<file path="config.mk">
export PLATFORM = sky130hd
export DESIGN_NAME = hilo_ctrl
export DESIGN_NICKNAME = d
export VERILOG_FILES = /design/src/rtl/hilo_pkg.sv /design/src/rtl/hilo_ctrl.sv
export SDC_FILE = /design/constraint.sdc
export NUM_CORES = 1
export LEC_CHECK = 0
export ABC_CLOCK_PERIOD_IN_PS = 2600
export CAP_MARGIN = 0
export CORE_UTILIZATION = 40
export DETAILED_ROUTE_END_ITERATION = 7
export GPL_TIMING_DRIVEN = 0
export HOLD_SLACK_MARGIN = 0.12
export PLACE_DENSITY = 0.77
export SLEW_MARGIN = 20
export SYNTH_ARGS = -nofsm -noshare
export SYNTH_HDL_FRONTEND = slang
export SYNTH_SLANG_ARGS = --single-unit
</file>
<file path="constraint.sdc">
create_clock -name clock -period 2.6 [get_ports clock]
set_input_delay 0.26 -clock clock [delete_from_list [all_inputs] [get_ports clock]]
set_output_delay 0.26 -clock clock [all_outputs]
set_load 0.1 [all_outputs]
</file>
<file path="src/rtl/hilo_pkg.sv">
// Shared definitions for the HI/LO controller: op encodings, FSM states and
// the default length of the divider arm window.
package hilo_pkg;

  typedef enum logic [1:0] {
    OP_DIV  = 2'b00,
    OP_MTHI = 2'b01,
    OP_MTLO = 2'b10,
    OP_RSVD = 2'b11
  } op_t;

  typedef enum logic [1:0] {
    S_IDLE  = 2'b00,
    S_ARM   = 2'b01,
    S_WAIT  = 2'b10,
    S_WRITE = 2'b11
  } state_t;

  localparam int ARM_CYCLES_DEFAULT = 2;

  // Two's-complement negate when neg is set; 32-bit wrap is intentional so
  // that the most negative value maps onto itself.
  function automatic logic [31:0] sign_fix(input logic [31:0] mag, input logic neg);
    return neg ? (~mag + 32'd1) : mag;
  endfunction

endpackage

</file>
<file path="src/rtl/hilo_ctrl.sv">
// HI/LO register controller. Sequences an external divider for DIV and
// handles MTHI/MTLO directly; HI and LO only change in WRITE.
//
//   state   | meaning
//   --------+--------------------------------------------------------------
//   S_IDLE  | waiting for start; operands latched on accept
//   S_ARM   | div_start high, div_fim ignored for ARM_CYCLES (stale fim mask)
//   S_WAIT  | div_start high, waiting for div_fim
//   S_WRITE | one cycle: update hi/lo, raise done (and div_zero_exc) next
module hilo_ctrl
  import hilo_pkg::*;
#(
  parameter int ARM_CYCLES = ARM_CYCLES_DEFAULT
) (
  input  logic        clock,
  input  logic        reset,
  input  logic        start,
  input  logic [1:0]  op,
  input  logic [31:0] rs_val,
  input  logic [31:0] rt_val,
  output logic        div_start,
  output logic [31:0] div_dividendo,
  output logic [31:0] div_divisor,
  input  logic [31:0] div_lo,
  input  logic [31:0] div_hi,
  input  logic        div_fim,
  output logic [31:0] hi,
  output logic [31:0] lo,
  output logic        busy,
  output logic        done,
  output logic        div_zero_exc
);

  localparam int CNT_W = (ARM_CYCLES > 1) ? $clog2(ARM_CYCLES) : 1;
  localparam logic [CNT_W-1:0] ARM_LOAD = CNT_W'(ARM_CYCLES - 1);

  state_t           state;
  state_t           state_nx;
  op_t              op_q;
  logic [31:0]      rs_q;
  logic [31:0]      rt_q;
  logic [CNT_W-1:0] arm_cnt;
  logic             accept;
  logic             div_by_zero;
  logic [31:0]      lo_fixed;
  logic [31:0]      hi_fixed;

  assign accept      = (state == S_IDLE) && start;
  assign div_by_zero = (op_q == OP_DIV) && (rt_q == 32'd0);

  assign div_dividendo = rs_q;
  assign div_divisor   = rt_q;

  // Quotient sign follows the operand sign mismatch; remainder follows the dividend.
  always_comb begin
    lo_fixed = sign_fix(div_lo, rs_q[31] ^ rt_q[31]);
    hi_fixed = sign_fix(div_hi, rs_q[31]);
  end

  // State register.
  always_ff @(posedge clock) begin
    if (reset) state <= S_IDLE;
    else       state <= state_nx;
  end

  // Next-state decode and state-derived outputs.
  always_comb begin
    state_nx  = state;
    busy      = 1'b1;
    div_start = 1'b0;
    case (state)
      S_IDLE: begin
        busy = 1'b0;
        if (start) begin
          if ((op_t'(op) == OP_DIV) && (rt_val != 32'd0)) state_nx = S_ARM;
          else                                             state_nx = S_WRITE;
        end
      end
      S_ARM: begin
        div_start = 1'b1;
        if (arm_cnt == '0) state_nx = S_WAIT;
      end
      S_WAIT: begin
        div_start = 1'b1;
        if (div_fim) state_nx = S_WRITE;
      end
      S_WRITE: begin
        state_nx = S_IDLE;
      end
      default: begin
        state_nx = S_IDLE;
      end
    endcase
  end

  // Operand capture on accept; held until the next accepted request.
  always_ff @(posedge clock) begin
    if (reset) begin
      op_q <= OP_DIV;
      rs_q <= 32'd0;
      rt_q <= 32'd0;
    end else if (accept) begin
      op_q <= op_t'(op);
      rs_q <= rs_val;
      rt_q <= rt_val;
    end
  end

  // Arm window down-counter; terminal count at zero releases ARM.
  always_ff @(posedge clock) begin
    if (reset) begin
      arm_cnt <= '0;
    end else if (accept && (state_nx == S_ARM)) begin
      arm_cnt <= ARM_LOAD;
    end else if ((state == S_ARM) && (arm_cnt != '0)) begin
      arm_cnt <= arm_cnt - 1'b1;
    end
  end

  // Architectural HI/LO update, only in WRITE.
  always_ff @(posedge clock) begin
    if (reset) begin
      hi <= 32'd0;
      lo <= 32'd0;
    end else if (state == S_WRITE) begin
      case (op_q)
        OP_DIV: begin
          if (!div_by_zero) begin
            lo <= lo_fixed;
            hi <= hi_fixed;
          end
        end
        OP_MTHI: hi <= rs_q;
        OP_MTLO: lo <= rs_q;
        default: ;
      endcase
    end
  end

  // Retire pulses, visible together with the updated hi/lo.
  always_ff @(posedge clock) begin
    if (reset) begin
      done         <= 1'b0;
      div_zero_exc <= 1'b0;
    end else begin
      done         <= (state == S_WRITE);
      div_zero_exc <= (state == S_WRITE) && div_by_zero;
    end
  end

endmodule

</file>
[Word level (Yosys, flattened, before mapping)]
Index checks and enable logic that the tools add are counted.
Operators by class
  bitwise logic cells: 3
  multiplexer cells: 15
  eq/ne operators: 7
  add/subtract/negate cells: 3
  reduce and logical (&&, ||, !) cells: 17
Operator list (number)
  32-bit 2-to-1 mux: 4
  32-bit one-hot mux with 2 select lines: 2
  32-bit by 1-bit adder with 32-bit output, second input constant: 2
  32-bit inverter: 2
  32-bit zero test: 1
  32-bit nonzero test: 1
  2-bit 2-to-1 mux: 4
  2-bit one-hot mux with 4 select lines: 1
  2-bit by 1-bit == test with 1-bit output, second input constant: 3
  2-bit == test, second input constant: 3
  1-bit logical AND: 6
  2-bit zero test: 3
  3-bit AND reduction: 2
  2-bit nonzero test: 3
  1-bit 2-to-1 mux: 4
  2-bit inequality test, second input constant: 1
  2-bit OR reduction: 1
  1-bit subtractor, second input constant: 1
  1-bit XOR: 1
Word-level totals
  flip-flop bits (word level): 135
  input bits: 134
  output and inout port bits: 132
  word-level logic and storage cells: 54

[Logic depth before layout (Yosys ltp)]
  depth after elaboration: 8
  gate-level depth with buffers: 8

[Worst setup path before layout]
OpenSTA, ideal clock, no wires.
  kind: register to register
  from: register rt_q[2], in the netlist div_divisor[2]
  to: register lo[16]
  library setup time: 70 ps
  setup slack: -32 ps
  arrival time: 2561 ps
  required time: 2530 ps
  cell stages (with the launch flop): 8
  path through: dfxtp_1 > nor4_1 > nand4_1 > nor3_1 > nor3b_1 > clkbuf_1 > o221ai_1 > a21oi_1
On the way
  cells in the longest elaborated chain, start to end: 4
Ends and longest elaborated chain
  start, declared: RTL line hilo_ctrl.sv:41  | logic [31:0] rt_q;
  start signal, assigned: RTL line hilo_ctrl.sv:105  | rt_q <= rt_val;
  32-bit zero test: RTL line hilo_ctrl.sv:49  | assign div_by_zero = (op_q == OP_DIV) && (rt_q == 32'd0);
  1-bit logical AND: RTL line hilo_ctrl.sv:49
  2-bit inequality test (no line)
  3-bit AND reduction (no line)
  end signal, assigned: RTL line hilo_ctrl.sv:129  | lo <= lo_fixed;
  end signal, assigned: RTL line hilo_ctrl.sv:134  | OP_MTLO: lo <= rs_q;
  end, declared: RTL line hilo_ctrl.sv:28  | output logic [31:0] lo,
Every way passes these cells.
A chain may end at the register's enable or synchronous reset.

[Worst setup path in the final report]
  from: input div_hi[1]
  to: register hi[22]
On the way
  cells in the longest elaborated chain, start to end: 5
Ends and longest elaborated chain
  start, declared: RTL line hilo_ctrl.sv:25  | input logic [31:0] div_hi,
  32-bit inverter: RTL line hilo_pkg.sv:24  | return neg ? (~mag + 32'd1) : mag;
  32-bit by 1-bit adder with 32-bit output: RTL line hilo_pkg.sv:24
  32-bit 2-to-1 mux: RTL line hilo_pkg.sv:24
  32-bit 2-to-1 mux: RTL line hilo_ctrl.sv:128  | if (!div_by_zero) begin
  32-bit one-hot mux with 2 select lines: RTL line hilo_ctrl.sv:126  | case (op_q)
  end signal, assigned: RTL line hilo_ctrl.sv:130  | hi <= hi_fixed;
  end signal, assigned: RTL line hilo_ctrl.sv:133  | OP_MTHI: hi <= rs_q;
  end, declared: RTL line hilo_ctrl.sv:27  | output logic [31:0] hi,
Every way passes these cells. The select of a mux whose other input is x is not followed.

==> flow_summary_export.csv <==
group,metric,value,unit
setup_path,max_stage_delay,0.52,ns
synthesis,synth-main-ff-cell,"dfxtp_1",
power,ir_drop,0.540,mV
layout,drive_gt1_share,7.25,%
timing,maxSlewViolCount,0,
timing,clock.fmax,392,MHz
place,dpl_cell_area,9730,sq um
power,clkPwrFrac,27.1,%
timing,fin_crit_sh,98.2,%
setup_path,crit_cells,9,
layout,nFillCells,1449,
route,via_per_inst,5.75,
power,p_seq_share,28.0,%
setup_path,crit_fanout,9,
route,ant_nets,0,
place,portBuffers,264,
synthesis,synth.cell_area,6790,sq um
power,p_leak,3.72,nW
cts,cts_buffer_depth,2,
floorplanning,num_io_pins,266,
setup_path,crit_family,"simple AND/OR/NAND/NOR gates",
floorplanning,start_util,41.0,%
layout,final_cell_area,10500,sq um
timing,max_slew_margin,28.2,%
floorplanning,die_x,132,um
setup_path,critPathCaptureType,"flop",
grt,grt_max_degree,17,
timing,setup_viol,0,
route,drt_iter0_markers,680,
synthesis,synth_seq_cells,135,
timing,worst_slack,0.0461,ns
synthesis,synth_seq_area_share,39.8,%
hold_path,hp-class,"in -> reg",
grt,antenna_found_initial,1,
place,hpwl,20.4,mm
synthesis,synth_cells,860,
floorplanning,floorplan.rows,47,
power,switching_share,45.4,%
place,gp_congestion,0.950,
power,combPwrFrac,44.9,%
synthesis,ys_types,54,
timing,min_period,2.55,ns
place,dpl.cell_count,1344,
grt,grt_first_pass_wirelength,40.5,mm
setup_path,path_class,"in -> reg",
setup_path,crit_buf_inv,2,
layout,post-route-util,63.4,%
floorplanning,coreArea,16600,sq um
synthesis,syn_avg_cell_area,7.90,sq um
floorplanning,die_y,132,um
power,p_int,5.03,mW
cts,clkSlewWorstSetupHoldPaths,0.06,ns
cts,cts_tree,"done",
layout,instances_no_fill,1379,
route,wire_per_inst,19.3,um
route,firstDrtPassIters,5,
layout,nets,1287,
setup_path,rr_worst_depth,7,
route,num_vias,7926,
job,drv_cap,0,
setup_path,r2r_setup_slack,0.13,ns
route,drt-total-wl,26.6,mm
cts,cts.htree.levels,4,
hold_path,holdPathStages,4,
synthesis,synthArstFlopShare,0,%
synthesis,yosys_warnings,0,
synthesis,synth_edf_count,0,
cts,cts-root-buf,"clkbuf_16",
timing,tightest_slew,1.07,ns
setup_path,worstPathCellList,"clkdlybuf4s50_1 -> inv_1 -> ha_1 -> nor3b_1 -> nand3_2 -> o41ai_1 -> xor2_1 -> a2bb2oi_1 -> a22o_1",
grt,grt_pass1_vias,7336,
cts,cts_made_buffers,17,
floorplanning,die-area,17500,sq um
setup_path,crit_required,2.91,ns
power,power_switching,4.19,mW
setup_path,arrival,2.87,ns
run_status,outcome,"completed",
power,p_per_area,877,nW/um^2
setup_path,cpMaxStageDelayCell,"nor3b_1",
layout,syn2layout_area_growth,54.7,%
timing,final_hold_viol_count,0,
setup_path,critPathLaunchType,"input pin",
synthesis,synth_nets,1002,
cts,cts.sinks,135,
grt,grt_use_total,30.0,%
route,drc,0,
timing,skew,0.00626,ns
grt,grt.overflow.total,0,
cts,clk_latency,0.42,ns
place,dp_slack,-0.565,ns
state kept, by name (all words and copies together) (netlist names):
signal / flops
div_divisor: 32
state: 2
op_q: 2
div_dividendo: 32
lo: 32
div_zero_exc: 1
done: 1
arm_cnt: 1
hi: 32
placed cells by master, fill, tap and decap left out, types with 7 or more instances in the layout:
cell type / n
dlymetal6s2s_1: 8
a211oi_1: 9
a31oi_1: 14
clkbuf_1: 41
dfxtp_1: 125
nor2_1: 53
a22o_1: 9
dfxtp_2: 10
nor3_1: 11
o31ai_1: 9
nor4_1: 26
o211ai_1: 13
ha_1: 8
a21oi_1: 119
clkbuf_2: 9
nand2_1: 184
o2bb2ai_1: 9
inv_1: 11
clkdlybuf4s50_1: 254
o221ai_1: 26
clkbuf_8: 7
clkbuf_16: 17
o41ai_1: 7
o21ai_0: 17
xor2_1: 28
xnor2_1: 25
cells by family (layout without fill, tap and decap cells):
family	after synthesis	in the layout	synth area share, %
AO/OA/AOI/OAI	265	265	25.6
other	0	1	0
AND/OR/NAND/NOR	323	323	21.3
buffers and inverters	75	373	4.84
XOR/XNOR	54	54	6.96
adder cells (fa/ha/maj)	8	8	1.47
flip-flops	135	135	39.8
through the flow:
step	hold WS [ns]	total power [mW]	TNS (ns)
floorplan	0.389	5.45	0
global placement	0.440	6.61	-19.31
detailed placement	0.444	6.64	-18.88
CTS	0.287	9.13	-0.0588
global route	0.320	9.55	-0.00280
finish	0.270	9.22	0
worst paths after layout:
path,from,end
max,div_hi[1],hi[22]$_SDFFE_PP0P_
min,div_hi[18],hi[18]$_SDFFE_PP0P_
max reg2reg,op_q[1]$_SDFFE_PP0P_,lo[11]$_SDFFE_PP0P_
min reg2reg,lo[15]$_SDFFE_PP0P_,lo[15]$_SDFFE_PP0P_
tightest hold or removal path, stage by stage:
cell	delay, ns
dlymetal6s2s_1	0.14
xnor2_1	0.09
nor2_1	0.08
o2bb2ai_1	0.07
power groups by stage:
stage / Combinational (mW) / Clock, mW / Sequential, mW
floorplan: 1.31 / 0 / 4.14
global placement: 4.00 / 0 / 2.61
detailed placement: 4.03 / 0 / 2.61
CTS: 4.05 / 2.51 / 2.57
global route: 4.34 / 2.60 / 2.60
finish: 4.14 / 2.49 / 2.58
synthesized netlist by cell type, types with 11 or more instances:
| master | instances | share of area, % |
|---|---|---|
| a21oi_1 | 119 | 8.8 |
| a31oi_1 | 14 | 1.3 |
| clkbuf_1 | 50 | 2.8 |
| dfxtp_1 | 135 | 40 |
| inv_1 | 11 | 0.61 |
| nand2_1 | 184 | 10 |
| nor2_1 | 54 | 3.0 |
| nor3_1 | 13 | 0.96 |
| nor4_1 | 28 | 2.6 |
| o211ai_1 | 13 | 1.4 |
| o21ai_0 | 17 | 1.3 |
| o221ai_1 | 26 | 3.4 |
| xnor2_1 | 26 | 3.4 |
| xor2_1 | 28 | 3.6 |
repair_timing:
item,4_1_cts,5_1_grt
setup endpoints to repair,66,64
gates resized for setup,16,28
setup buffers,0,3
gates cloned,0,0
pin swaps,0,4
hold buffers,0,0
per-layer routing:
layer / vias to the layer above / wire length (um) / global-route usage [%]
li1: 3704 / - / -
met3: 72 / 2290 / 6.50
met2: 427 / 12100 / 47.6
met5: - / 0 / 0
met4: 0 / 1040 / 13.0
met1: 3723 / 11200 / 39.3
cell type report:
cell class	count	area [sq um]	share of cell area, %
Clock inverter	11	146	1.39
Tap cell	220	275	2.62
Inverter	13	52.6	0.500
Clock buffer	21	470	4.48
Sequential cell	135	2720	25.8
Timing Repair Buffer	267	2680	25.5
Buffer	61	289	2.75
Antenna cell	1	2.50	0.0238
Multi-Input combinational cell	650	3870	36.9
No activity file was read; power rests on OpenSTA's default activity.
